==> src/rtl/instruction_fetch.sv <==
// Instruction fetch front end: keeps one memory request in flight and feeds a
// 2-entry {pc, instr} buffer to the decoder. Redirects flush the buffer; a
// request abandoned by a redirect is drained and its response dropped.
// Optional build macro IFETCH_PERF_EN adds fetch_count / discard_count.
module instruction_fetch #(
  parameter int                ADDR_W   = 6,
  parameter logic [ADDR_W-1:0] RESET_PC = '0
) (
  input  logic              clk,
  input  logic              rst_n,
  output logic              i_mem_req,
  output logic [ADDR_W-1:0] i_mem_addr,
  input  logic              i_mem_ack,
  input  logic [31:0]       i_mem_data,
  input  logic              redirect_valid,
  input  logic [ADDR_W-1:0] redirect_pc,
  output logic              if_valid,
  output logic [31:0]       if_instr,
  output logic [ADDR_W-1:0] if_pc,
  input  logic              if_ready
`ifdef IFETCH_PERF_EN
  ,
  output logic [15:0]       fetch_count,
  output logic [15:0]       discard_count
`endif
);

  typedef struct packed {
    logic [ADDR_W-1:0] pc;
    logic [31:0]       instr;
  } ent_t;

  typedef enum logic [1:0] {IDLE, REQ, DRAIN} state_t;

  state_t            state;
  logic [ADDR_W-1:0] pc, addr_q;
  logic              req_q;
  ent_t              fifo [2];
  logic              wr_ptr, rd_ptr;
  logic [1:0]        cnt, cnt_pop, cnt_nxt;
  logic              pop, push, discard;
  logic [ADDR_W-1:0] pc_inc;

  // Head is visible unless a redirect is flushing it this cycle.
  assign if_valid   = (cnt != 2'd0) && !redirect_valid;
  assign if_instr   = fifo[rd_ptr].instr;
  assign if_pc      = fifo[rd_ptr].pc;
  assign i_mem_req  = req_q;
  assign i_mem_addr = addr_q;

  assign pop     = if_valid && if_ready;
  assign push    = (state == REQ) && i_mem_ack && !redirect_valid;
  assign discard = i_mem_ack && ((state == DRAIN) || ((state == REQ) && redirect_valid));
  assign cnt_pop = cnt - 2'(pop);
  assign cnt_nxt = cnt_pop + 2'(push);
  assign pc_inc  = pc + ADDR_W'(1);

  // Request FSM; req/addr are registered so they stay put until acked.
  always_ff @(posedge clk or negedge rst_n) begin
    if (!rst_n) begin
      state  <= IDLE;
      pc     <= RESET_PC;
      addr_q <= RESET_PC;
      req_q  <= 1'b0;
    end else begin
      case (state)
        IDLE: begin
          if (redirect_valid) begin
            pc     <= redirect_pc;
            addr_q <= redirect_pc;
            req_q  <= 1'b1;
            state  <= REQ;
          end else if (cnt_pop < 2'd2) begin
            addr_q <= pc;
            req_q  <= 1'b1;
            state  <= REQ;
          end
        end
        REQ: begin
          if (redirect_valid) begin
            pc <= redirect_pc;
            if (i_mem_ack) addr_q <= redirect_pc;  // response dropped, reissue at target
            else           state  <= DRAIN;        // old request still in flight
          end else if (i_mem_ack) begin
            pc     <= pc_inc;
            addr_q <= pc_inc;
            if (cnt_nxt >= 2'd2) begin
              req_q <= 1'b0;
              state <= IDLE;
            end
          end
        end
        DRAIN: begin
          // Keep the abandoned address on the bus until its response returns.
          if (redirect_valid) begin
            pc <= redirect_pc;
          end else if (i_mem_ack) begin
            addr_q <= pc;
            state  <= REQ;
          end
        end
        default: begin
          state <= IDLE;
          req_q <= 1'b0;
        end
      endcase
    end
  end

  // Two-entry buffer; a redirect empties it in one cycle.
  always_ff @(posedge clk or negedge rst_n) begin
    if (!rst_n) begin
      for (int i = 0; i < 2; i++) fifo[i] <= '0;
      wr_ptr <= 1'b0;
      rd_ptr <= 1'b0;
      cnt    <= 2'd0;
    end else if (redirect_valid) begin
      wr_ptr <= 1'b0;
      rd_ptr <= 1'b0;
      cnt    <= 2'd0;
    end else begin
      if (push) begin
        fifo[wr_ptr] <= '{pc: pc, instr: i_mem_data};
        wr_ptr       <= ~wr_ptr;
      end
      if (pop) rd_ptr <= ~rd_ptr;
      cnt <= cnt_nxt;
    end
  end

`ifdef IFETCH_PERF_EN
  // Free-running 16-bit event counters, wrap naturally.
  always_ff @(posedge clk or negedge rst_n) begin
    if (!rst_n) begin
      fetch_count   <= '0;
      discard_count <= '0;
    end else begin
      if (pop)     fetch_count   <= fetch_count + 16'd1;
      if (discard) discard_count <= discard_count + 16'd1;
    end
  end
`endif

endmodule

==> config.mk <==
export PLATFORM = sky130hd
export DESIGN_NAME = instruction_fetch
export DESIGN_NICKNAME = d
export VERILOG_FILES = /design/src/rtl/instruction_fetch.sv
export SDC_FILE = /design/constraint.sdc
export NUM_CORES = 1
export LEC_CHECK = 0
export BUFFER_PORTS_ARGS = -buffer_cell sky130_fd_sc_hd__clkbuf_2
export CAP_MARGIN = 20
export CORE_MARGIN = 2
export CORE_UTILIZATION = 45
export CTS_CLUSTER_SIZE = 24
export DETAILED_ROUTE_END_ITERATION = 12
export PLACE_DENSITY = 0.74
export SLEW_MARGIN = 20
export SYNTH_ARGS = -nofsm -noshare
export SYNTH_HDL_FRONTEND = slang
export SYNTH_SLANG_ARGS = --single-unit
==> constraint.sdc <==
create_clock -name clk -period 3.4 [get_ports clk]
set_input_delay 0.34 -clock clk [delete_from_list [all_inputs] [get_ports clk]]
set_output_delay 0.34 -clock clk [all_outputs]
set_load 0.01 [all_outputs]
---- Word level (Yosys, flattened, before mapping) ----
Index checks and enable logic that the tools add are counted.
word-level totals
  flip-flop bits (word level) ............. 95
  word-level logic and storage cells ...... 92
  output and inout bits ................... 46
  input bits .............................. 43
operators by class
  reductions and logical operators ........ 18
  add/sub/neg operators ................... 3
  $lt $le $gt $ge ......................... 5
  bitwise gates (word level) .............. 6
  equality and inequality tests ........... 12
  mux-type cells .......................... 37
operators with widths
  operator                                        number
  2-to-1 mux 38 bit                               4
  bitwise mux 76 bit                              1
  2-to-1 mux 6 bit                                9
  demux 38 bit (select 1 bit)                     1
  2-to-1 mux 2 bit                                9
  one-hot mux 6 bit (3 select lines)              1
  one-hot mux 6 bit (2 select lines)              1
  AND reduction 5 bit                             2
  2-to-1 mux 1 bit                                9
  != test 3 bit (second input constant)           3
  != test 2 bit (second input constant)           4
  nonzero test 2 bit                              4
  adder 6 x 1 -> 6 bit (second input constant)    1
  >= comparator 2 bit (second input constant)     3
  one-hot mux 2 bit (3 select lines)              1
  AND reduction 6 bit                             1
  logical AND 1 bit                               5
  != test 2 x 1 -> 1 bit (second input constant)  2
  inverter 1 bit                                  4
  inverter 1 -> 2 bit                             2
  != test 3 x 2 -> 1 bit (second input constant)  1
  one-hot mux 1 bit (3 select lines)              1
  AND reduction 3 bit                             1
  nonzero test 3 bit                              1
  10 further kinds                                10

---- Logic depth before layout (Yosys ltp) ----
Gate-level depths: netlist of the first run.
  depth in word-level cells ............... 10
  gate-level depth with buffers ........... 11
  gate-level depth less buffers ........... 10

---- Worst setup path after synthesis of the first run ----
OpenSTA, ideal clock, no wires.
  path kind ............................... in2reg
  from .................................... input redirect_valid
  to ...................................... register addr_q[1], in the netlist i_mem_addr[1]
  slack ................................... 0.833 ns
  library setup time ...................... 0.125 ns
  arrival time ............................ 2.442 ns
  buffers on the path ..................... 3
  cell stages on the path ................. 10
  data required time ...................... 3.275 ns
  path through ............................ buf_4 -> buf_1 -> nor2_1 -> and2_1 -> ha_1 -> xnor2_1 -> o32ai_2 -> or3_1 -> buf_6 -> mux2_4
on the way
  cells in the longest elaborated chain, start to end .. 7
  elaborated cells on any way between the ends .. 11
  those cells by class .................... add/sub: 1; order compare: 1; eq/ne: 2; mux: 3; reduce/logical: 4
RTL lines
  what                           RTL line  RTL
  start: declaration             15        input logic redirect_valid,
  zero test 1 bit                45        assign if_valid = (cnt != 2'd0) && !redirect_valid;
  logical AND 1 bit              45
  named net if_valid             17        output logic if_valid,
  logical AND 1 bit              51        assign pop = if_valid && if_ready;
  subtractor 2 x 1 -> 2 bit      54        assign cnt_pop = cnt - 2'(pop);
  < comparator 2 bit             73        end else if (cnt_pop < 2'd2) begin
  != test 3 bit (no line)        -
  AND reduction 5 bit (no line)  -
  end signal: assignment         70        addr_q <= redirect_pc;
  end signal: assignment         74        addr_q <= pc;
  end signal: assignment         82        if (i_mem_ack) addr_q <= redirect_pc;
  end: declaration               36        logic [ADDR_W-1:0] pc, addr_q;
The timed path passes the listed nets, and every way through them passes these cells.
A chain may end at the register's enable or synchronous reset.

---- Worst setup path after layout of the first run ----
  from .................................... register state[1]
  to ...................................... register fifo[74] (netlist name)
on the way
  cells in the longest elaborated chain, start to end .. 4
RTL lines
  what                             RTL line  RTL
  start: declaration               35        state_t state;
  start signal: assignment         61        state <= IDLE;
  start signal: assignment         72        state <= REQ;
  start signal: assignment         76        state <= REQ;
  == test 2 x 1 -> 1 bit           52        assign push = (state == REQ) && i_mem_ack && !redirect_valid;
  logical AND 1 bit (2 in series)  52
  AND reduction 2 bit (no line)    -
  end signal: indexed assignment   123       fifo[wr_ptr] <= '{pc: pc, instr: i_mem_data};
  end: declaration                 38        ent_t fifo [2];
No other way between the ends.

==> summary.md, run 1 <==
| Metric | Value |
|---|---|
| Final wirelength | 9060 um |
| GR Util All Layers | between 15 and 20% |
| Most numerous cell in the Yosys netlist | dfrtp_1 |
| # nets final | 481 |
| XOR/XNOR share of the synthesized area | roughly 1.2% |
| Crit path DAT | 2.76 ns |
| Pwr Density | 931 nW/um2 |
| LEAKAGE | 2.56 nW |
| # Max-Cap Violations | 0 |
| Diode count | 0 |
| Final-report max-slew violation count | 0 |
| Worst min path class | in2async |
| CTS buffer count | 9 |
| Detailed-route via count | approximately 3000 |
| Largest net degree at the start of global routing | 54 |
| Highest routed metal layer | met4 |
| Finished Core Util | between 50% and 60% |
| Synth top area share | 50.7% |
| Max Clk Rate | 396 MHz |
| Mux share of post-synthesis cell area | 30.2% |
| Critical path class | reg2reg |
| RSZ-0062 raised after global routing | no |
| Syn nets | 398 |
| Antenna violations before repair | 0 |
| Vias per cell | roughly 5.3 |
| CP Capture Type | flip-flop |
| WL/cell | 15.8 um |
| Post-CTS setup buffers | 0 |
| Router iterations before antenna repair | 6 |
| H-tree level count | 3 |
| Synth top area cells | dfrtp_1 51%, mux2_2 18%, mux2_1 10%, ha_1 1.9%, buf_6 1.4% |
| Critical-path maximum fanout | 23 |
| 1st-iter DRT viols | 132 |
| Worst EP required | 3.63 ns |
| Site Rows | 37 |
| Worst slew margin | 36.0% |
| PostCTS Resize Cnt | 0 |
| Fill count | 904 |
| WL met3 | 377 um |
| CTS tree | yes |
| VDD IR-drop max | 0.440 mV |
| Asr flop ratio synth | 100% |
| Number of synthesized flops with an enable pin | 0 |
| Detail Route met2 WL | 4620 um |
| Met1 wire length | 3940 um |
| Setup violations, final | 0 |
| Area grow syn2layout | 16.1% |
| Adder-cell share of the synthesized area | 1.87% |
| Chip width | 106 um |
| Core Region | ~10000 um2 |
| Hpwl dp | 6330 um |
| Largest family of logic cells by synthesized area | multiplexers |
| Tightest Pin Transition | 0.961 ns |
| CTS clk-pin slew, worst paths | around 0.09 ns |
| Aggregate negative setup slack | 0 ns |
| Clock Sinks | 95 |
| Antenna Nets Post-Route | 0 |
| # IOs | 89 |
| Worst-case clock buffer depth | 2 |
| Share of cells above drive strength 1 | 45.4% |
| Hold Fails Final Rpt | 0 |
| Initial Utilization | 45.8% |
| Die Y | 106 um |
| Primary FF master, synth | dfrtp_1 |
| Seq/Total Area, Yosys | about half |
| Post-Syn Area | around 4700 um2 |
| Post-synthesis compound-gate area fraction | between 6 and 7% |
| Clock skew | 0.00764 ns |
| CTS Hold Bufs | 0 |
| Count of cell types in the netlist | 48 |
| Post-Syn Instances | around 350 |
| Synthesized flop and latch total | 95 |
| Final worst-path cycle share | 74.3% |
| Synth Area in Simple Gates | under 10% |
| Gpl congestion | between 0.8 and 0.9 |
| Min cycle time layout | around 2.5 ns |
| Clock Latency Late Sink | ~0.36 ns |
| Largest area contributor in the netlist | dfrtp_1 |
| Die area | 11200 um2 |
| Synth Area per Inst | between 10 and 15 um2 |
| IO buf count | 88 |
| Post-synth top cells | 95 x dfrtp_1, 76 x mux2_2, 42 x mux2_1 |
| Vias in the first global route | 3265 |
| First-pass GRT wire length | 15400 um |
| Dpl ws | 0.757 ns |
| Worst setup SP type | flip-flop |
| Yosys warning count | 0 |
| Grt ovf | 0 |
| Final worst slack | just under 0.9 ns |
| Root Driver | clkbuf_8 |
| Drt drc | 0 |
| Status | finished, final reports clean |
[layout by cell type (no fill, tap or decap), types with 2 or more instances in the layout]
cell type,synthesis,final
a211oi_1,4,4
a21o_1,2,2
a21oi_1,2,2
a221o_1,3,3
a222oi_1,3,3
a22oi_1,2,2
a2bb2oi_1,5,5
and2_1,2,2
and3_1,3,3
buf_4,2,5
bufinv_16,0,2
clkbuf_2,0,87
clkbuf_8,0,10
clkinv_4,0,2
dfrtp_1,95,94
ha_1,7,7
inv_1,10,10
mux2_1,42,42
mux2_2,76,76
mux2_4,3,3
mux2i_1,4,4
nand2_1,9,8
nand2b_1,3,3
nand3_1,6,6
nor2_1,9,9
nor2b_1,5,5
nor2b_4,3,3
o21ai_0,4,4
o31ai_1,2,2
or3_1,3,3
xnor2_1,3,3
[routing by layer]
metal | global-route usage, % | vias up
met5 | 0 | -
met4 | 7.14 | 0
met3 | 3.19 | 10
li1 | - | 1430
met1 | 21.3 | 1511
met2 | 29.7 | 67
[power by group]
group	switching [mW]	total (mW)	internal [mW]
combinational	0.984	2.19	1.21
sequential	0.377	2.04	1.67
clock	0.394	0.832	0.438
[path summary, 6_finish.rpt]
check,startpoint,slack (ns),depth (start not counted),end
setup reg to reg,state[1],0.87,7,fifo[74]
max in group asynchronous,rst_n,2.63,2,fifo[29]
setup / recovery,state[1],0.87,7,fifo[74]
hold / removal,rst_n,0.01,1,state[0]
min in group clk,i_mem_data[20],0.21,2,fifo[20]
hold reg to reg,fifo[71],0.49,1,fifo[71]
[kinds of logic (layout without fill, tap and decap cells)]
family / Yosys count / after routing
xor gates and xnor gates: 5 / 5
DFF: 95 / 95
buffers and inverters: 32 / 120
adders and majority gates: 7 / 7
and+or+nand+nor: 48 / 48
AOI/OAI and AO/OA: 36 / 36
muxes: 125 / 125
[state kept, by name, summed over array words and instances (netlist names)]
| register | cells |
|---|---|
| fifo | 76 |
| i_mem_addr | 6 |
| pc | 6 |
| cnt | 2 |
| state | 2 |
| i_mem_req | 1 |
| rd_ptr | 1 |
| wr_ptr | 1 |
[layout make-up]
type	count	area [um2]	area share, %
well taps	136	170	3.13
multi-input cells	221	2130	39.1
inverters	11	41.3	0.759
clock buffers	10	138	2.53
repair buffers	93	493	9.06
flip-flops and latches	95	2380	43.7
clock inverters	6	91.3	1.68
[through the flow]
| stage | hold slack, ns | area, um2 | power (mW) | std cells |
|---|---|---|---|---|
| after floorplan | 0.0444 | 4690 | 3.62 | 348 |
| after global placement | 0.408 | 5210 | 4.18 | 556 |
| after detailed placement | 0.428 | 5210 | 4.28 | 556 |
| after CTS | 0.0309 | 5440 | 5.13 | 572 |
| after global routing | 0.0601 | 5440 | 5.45 | 572 |
| final | 0.0142 | 5440 | 5.06 | 572 |
[critical path, stage by stage (launching register included)]
cell and delay [ns]:
dfrtp_1 0.41, inv_1 0.13, ha_1 0.37, nor2b_4 0.24
and2_4 0.17, nor2b_4 0.47, buf_12 0.26, mux2_1 0.34
No activity file was read; power rests on OpenSTA's default activity.
==> run 2, diff against run 1 <==
clock period = 2.55 ns   (was 3.4 ns; I/O delays follow)
==> summary.md, run 2 (synthesized netlist as in run 1, its figures left out) <==
| Metric | Value |
|---|---|
| Grt ovf | 0 (unchanged) |
| Max Clk Rate | 421 MHz (was 396 MHz) |
| Status | finished, final reports clean (unchanged) |
| Overall power | 6.59 mW (was 5.06 mW) |
| Final worst-path cycle share | 93.2% (was 74.3%) |
| Site Rows | 37 (unchanged) |
| Switching share of power | 35.6% (was 34.6%) |
| Setup violations, final | 0 (unchanged) |
| Clock skew | 0.00740 ns (was 0.00764 ns) |
| Area grow syn2layout | 16.2% (was 16.1%) |
| Antenna violations before repair | 0 (unchanged) |
| Clock Latency Late Sink | 0.36 ns (about the same) |
| CTS clk-pin slew, worst paths | 0.09 ns (about the same) |
| Commonest cells after routing, fill and taps aside | 94 x dfrtp_1, 87 x clkbuf_2, 76 x mux2_2, 42 x mux2_1 (unchanged) |
| Detailed-route via count | 3111 (was 3018) |
| Critical path class | reg2reg (unchanged) |
| Die area | 11200 um2 (unchanged) |
| Clock share of power | 13.7% (was 16.4%) |
| Router iterations before antenna repair | 5 (was 6) |
| Worst setup SP type | flip-flop (unchanged) |
| PostCTS Resize Cnt | 0 (unchanged) |
| GR Util All Layers | 17.1% (was 17.2%) |
| Biggest register | fifo (unchanged) |
| Net Sw Power | 2.35 mW (was 1.75 mW) |
| CP Capture Type | flip-flop (unchanged) |
| Die Y | 106 um (unchanged) |
| # Max-Cap Violations | 0 (unchanged) |
| Crit path DAT | 2.62 ns (was 2.76 ns) |
| Worst slew margin | 63.4% (was 36.0%) |
| Largest net degree at the start of global routing | 56 (was 54) |
| Antenna Nets Post-Route | 0 (unchanged) |
| Int Power | 4.24 mW (was 3.31 mW) |
| WL/cell | 15.8 um (about the same) |
| Vias in the first global route | 3207 (was 3265) |
| Hpwl dp | 6400 um (was 6330 um) |
| Chip width | 106 um (unchanged) |
| LEAKAGE | 2.56 nW (about the same) |
| H-tree level count | 3 (unchanged) |
| Worst min path class | in2reg (was in2async) |
| Comb power frac | 45.3% (was 43.2%) |
| Worst EP required | 2.79 ns (was 3.63 ns) |
| RSZ-0062 raised after global routing | no (unchanged) |
| Tightest Pin Transition | 0.549 ns (was 0.961 ns) |
| Sequential share of power | 40.9% (was 40.3%) |
| Final-report max-slew violation count | 0 (unchanged) |
| Aggregate negative setup slack | 0 ns (unchanged) |
| Share of cells above drive strength 1 | 45.2% (was 45.4%) |
| # nets final | 485 (was 481) |
| Min cycle time layout | 2.38 ns (was 2.53 ns) |
| Commonest non-fill, non-tap cell in the layout | dfrtp_1 (unchanged) |
| Max reg flops | 76 (unchanged) |
| Clock Sinks | 95 (unchanged) |
| CTS buffer count | 9 (unchanged) |
| First-pass GRT wire length | 15200 um (was 15400 um) |
| Diode count | 0 (unchanged) |
| Initial Utilization | 45.8% (unchanged) |
| Gpl congestion | 0.865 (was 0.857) |
| Pwr Density | 1210 nW/um2 (was 931 nW/um2) |
| Hold Fails Final Rpt | 0 (unchanged) |
| Drt drc | 0 (unchanged) |
| Critical-path maximum fanout | 6 (was 23) |
| Worst-case clock buffer depth | 2 (unchanged) |
| Vias per cell | 5.40 (was 5.28) |
| # IOs | 89 (unchanged) |
| 1st-iter DRT viols | 201 (was 132) |
| VDD IR-drop max | 0.459 mV (was 0.440 mV) |
| CTS tree | yes (unchanged) |
| Core Region | 10200 um2 (unchanged) |
| IO buf count | 88 (unchanged) |
| Final wirelength | 9080 um (was 9060 um) |
| Root Driver | clkbuf_8 (unchanged) |
-- run 2: what timing repair did --
action	in CTS	in global routing
buffers inserted	0	0
hold buffers	1	0
hold endpoints to repair	40	0
-- run 2: path summary, 6_finish.rpt --
kind                                 from  slack (ns)            end  depth (start not counted)
max                                cnt[1]        0.17  i_mem_addr[5]                          8
min                        i_mem_data[20]        0.12       fifo[20]                          2
max reg2reg                        cnt[1]        0.17  i_mem_addr[5]                          8
min reg2reg                      fifo[70]        0.49       fifo[70]                          1
max in group asynchronous           rst_n        1.44         rd_ptr                          3
min in group asynchronous           rst_n        0.41      i_mem_req                          2
-- run 2: per-stage QoR --
step	hold slack (ns)	setup slack [ns]	cell area, um2	std cells	utilization (%)
after global placement	0.271	0.263	5260	559	51.4
after detailed placement	0.282	0.190	5260	559	51.4
after floorplan	-0.0406	0.0675	4690	348	-
after CTS	0.0984	0.169	5450	576	53.2
final	0.118	0.173	5450	576	53.2
after global routing	0.104	0.0304	5450	576	53.2
-- run 2: layout make-up --
cell class / instances / area (um2)
tap: 136 / 170
inverter: 11 / 41.3
clock inverter: 4 / 30.0
multi-input combinational: 221 / 2130
timing repair buffer: 97 / 551
sequential: 95 / 2380
fill: 891 / 4790
clock buffer: 12 / 145
-- run 2: power by group through the flow --
stage | registers, mW | clock network [mW] | logic (mW)
after floorplan | 2.53 | 0 | 2.29
after global placement | 2.67 | 0 | 2.93
after detailed placement | 2.74 | 0 | 3.01
after CTS | 2.71 | 0.948 | 3.02
after global routing | 2.80 | 1.02 | 3.28
final | 2.70 | 0.904 | 2.99
-- run 2: critical path, stage by stage (launching register included) --
cell and delay (ns):
dfrtp_1 0.41, nor2_1 0.12, nor2_1 0.06, and2_1 0.18
ha_1 0.23, xnor2_1 0.28, o32ai_2 0.15, or3_1 0.48
mux2_4 0.35
-- run 2: metal layers --
layer	routed length [um]	global-route usage (%)	vias to the layer above	part of all wire [%]
met2	4590	28.7	85	51
met3	426	3.37	20	4.7
met4	229	8.65	0	2.5
met5	0	0	-	0
li1	-	-	1436	-
met1	3840	21.0	1570	42
==> run 3, diff against run 2 <==
CELL_PAD_IN_SITES_DETAIL_PLACEMENT = 1   (was default)
CELL_PAD_IN_SITES_GLOBAL_PLACEMENT = 1   (was default)
CORE_MARGIN = default   (was 2)
PLACE_DENSITY = 0.87   (was 0.74)
==> summary.md, run 3 (synthesized netlist as in run 1, its figures left out) <==
| Metric | Value |
|---|---|
| Worst-case clock buffer depth | 2 (unchanged) |
| Vias in the first global route | 3453 (was 3207) |
| CTS clk-pin slew, worst paths | 0.09 ns (about the same) |
| Chip width | 104 um (was 106 um) |
| Min cycle time layout | 2.32 ns (was 2.38 ns) |
| 1st-iter DRT viols | 103 (was 201) |
| Placed cell areas | 5260 um2 (about the same) |
| Finished Core Util | 54.8% (was 53.2%) |
| LEAKAGE | 2.56 nW (about the same) |
| # IOs | 89 (unchanged) |
| Final-report max-slew violation count | 0 (unchanged) |
| Hpwl dp | 7390 um (was 6400 um) |
| Initial Utilization | 47.1% (was 45.8%) |
| Crit path DAT | 2.57 ns (was 2.62 ns) |
| Critical-path maximum fanout | 6 (unchanged) |
| Share of cells above drive strength 1 | 45.4% (was 45.2%) |
| Dpl ws | 0.183 ns (was 0.190 ns) |
| Critical path's largest stage delay | 0.43 ns (was 0.48 ns) |
| IO buf count | 88 (unchanged) |
| Post-CTS setup buffers | 0 (unchanged) |
| # Max-Cap Violations | 0 (unchanged) |
| Cell total after placement | 555 (was 559) |
| Antenna Nets Post-Route | 0 (unchanged) |
| Final wirelength | 10500 um (was 9080 um) |
| # nets final | 484 (was 485) |
| Fill count | 1025 (was 891) |
| Pwr Density | 1230 nW/um2 (was 1210 nW/um2) |
| Final worst-path cycle share | 91.1% (was 93.2%) |
| Vias per cell | 5.41 (was 5.40) |
| Crit-path slowest cell | dfrtp_1 (was or3_1) |
| Hold depth | 2 (unchanged) |
| Router iterations before antenna repair | 4 (was 5) |
| Antenna violations before repair | 0 (unchanged) |
| Die Y | 104 um (was 106 um) |
| Clock Latency Late Sink | 0.36 ns (about the same) |
| Critical path class | reg2reg (unchanged) |
| CTS buffer count | 9 (unchanged) |
| Drt drc | 0 (unchanged) |
| Gpl congestion | 0.866 (was 0.865) |
| Final worst slack | 0.228 ns (was 0.173 ns) |
| Commonest cells after routing, fill and taps aside | 94 x dfrtp_1, 87 x clkbuf_2, 76 x mux2_2, 42 x mux2_1 (unchanged) |
| Layout Cells excl Fill | 571 (was 576) |
| First-pass GRT wire length | 17700 um (was 15200 um) |
| Hold Fails Final Rpt | 0 (unchanged) |
| Largest net degree at the start of global routing | 53 (was 56) |
| Reg2reg path depth | 8 (unchanged) |
| H-tree level count | 3 (unchanged) |
| WL/cell | 18.3 um (was 15.8 um) |
| Area grow syn2layout | 16.3% (was 16.2%) |
| Worst r2r dst | i_mem_addr[2] (was i_mem_addr[5]) |
| Status | finished, final reports clean (unchanged) |
| Cell family with the largest share of critical-path delay | simple AND/OR/NAND/NOR gates (unchanged) |
| Worst EP required | 2.80 ns (was 2.79 ns) |
| Biggest register | fifo (unchanged) |
| Critical path buffers and inverters | 0 (unchanged) |
| RSZ-0062 raised after global routing | no (unchanged) |
| Die area | 10800 um2 (was 11200 um2) |
| Critical Path, Cell by Cell | nor2_1, nor2_1, and2_1, ha_1, xnor2_2, o32ai_2, or3_1, mux2_4 (was nor2_1, nor2_1, and2_1, ha_1, xnor2_1, o32ai_2, or3_1, mux2_4) |
| Setup violations, final | 0 (unchanged) |
| CP Capture Type | flip-flop (unchanged) |
| Worst setup SP type | flip-flop (unchanged) |
| Aggregate negative setup slack | 0 ns (unchanged) |
| Commonest non-fill, non-tap cell in the layout | dfrtp_1 (unchanged) |
| Clock Sinks | 95 (unchanged) |
| VDD IR-drop max | 0.440 mV (was 0.459 mV) |
| Post-route cell area | 5450 um2 (about the same) |
| Site Rows | 36 (was 37) |
| Most frequent CP cell | nor2_1 (unchanged) |
| Max reg flops | 76 (unchanged) |
| Critical path depth in cells | 8 (unchanged) |
| Clock skew | 0.0116 ns (was 0.00740 ns) |
| GR Util All Layers | 21.0% (was 17.1%) |
| Crit Reg-Reg Startpoint | cnt[1] (unchanged) |
| CTS tree | yes (unchanged) |
| Min-Delay Endpoint | fifo[22] (was fifo[20]) |
| Grt ovf | 0 (unchanged) |
| Reg2reg setup slack | 0.23 ns (was 0.17 ns) |
| Core Region | 9950 um2 (was 10200 um2) |
| Max Clk Rate | 431 MHz (was 421 MHz) |
| Tightest Pin Transition | 0.677 ns (was 0.549 ns) |
| Diode count | 0 (unchanged) |
| Worst slew margin | 54.8% (was 63.4%) |
| Root Driver | clkbuf_8 (unchanged) |
| Hold Path Origin | i_mem_data[22] (was i_mem_data[20]) |
| Detailed-route via count | 3088 (was 3111) |
| Worst min path class | in2reg (unchanged) |
-- run 3: worst max-delay path by stage --
stage / startpoint / end / slack [ns]
CTS: cnt[1] / i_mem_addr[5] / 0.18
finish: cnt[1] / i_mem_addr[2] / 0.23
floorplan: redirect_valid / i_mem_addr[1] / 0.07
global route: cnt[1] / i_mem_addr[1] / 0.03
global placement: cnt[1] / i_mem_addr[5] / 0.27
detailed placement: cnt[1] / i_mem_addr[5] / 0.18
-- run 3: worst reg2reg max path, cell delays in order, from the launching register on --
cell and delay [ns]:
dfrtp_1 0.43, nor2_1 0.12, nor2_1 0.06, and2_1 0.18
ha_1 0.24, xnor2_2 0.17, o32ai_2 0.32, or3_1 0.37
mux2_4 0.33
-- run 3: final cells by class --
cell class / instances / area (um2) / area share, %
Multi-Input combinational cell: 221 / 2140 / 39.2
Clock buffer: 11 / 141 / 2.59
Tap cell: 133 / 166 / 3.05
Timing Repair Buffer: 96 / 556 / 10.2
Clock inverter: 4 / 30.0 / 0.551
Inverter: 11 / 41.3 / 0.758
Sequential cell: 95 / 2380 / 43.6
-- run 3: metrics by stage --
stage          hold WS (ns)  power [mW]
6_report              0.117        6.70
5_1_grt               0.111        7.21
4_1_cts               0.100        6.79
3_5_place_dp          0.341        5.85
3_3_place_gp          0.330        5.63
2_1_floorplan       -0.0406        4.82
-- run 3: where the power goes --
group | total, mW | switching, mW | internal, mW
sequential | 2.69 | 0.467 | 2.22
combinational | 3.11 | 1.46 | 1.65
clock | 0.901 | 0.521 | 0.380
total | 6.70 | 2.45 | 4.25
-- run 3: per-layer routing --
| layer | share of wire (%) | routed length [um] | vias to the layer above | global-route usage, % |
|---|---|---|---|---|
| li1 | - | - | 1427 | - |
| met3 | 3.5 | 365 | 20 | 3.07 |
| met2 | 53 | 5510 | 72 | 36.4 |
| met4 | 2.5 | 261 | 0 | 10.5 |
| met1 | 41 | 4320 | 1569 | 25.6 |
| met5 | 0 | 0 | - | 0 |
-- run 3: repair_timing --
action | 4_1_cts | 5_1_grt
endpoints found under the hold margin | 51 | 0
hold buffers | 1 | 0
setup endpoints to repair | 0 | 3
gates resized for setup | 0 | 1
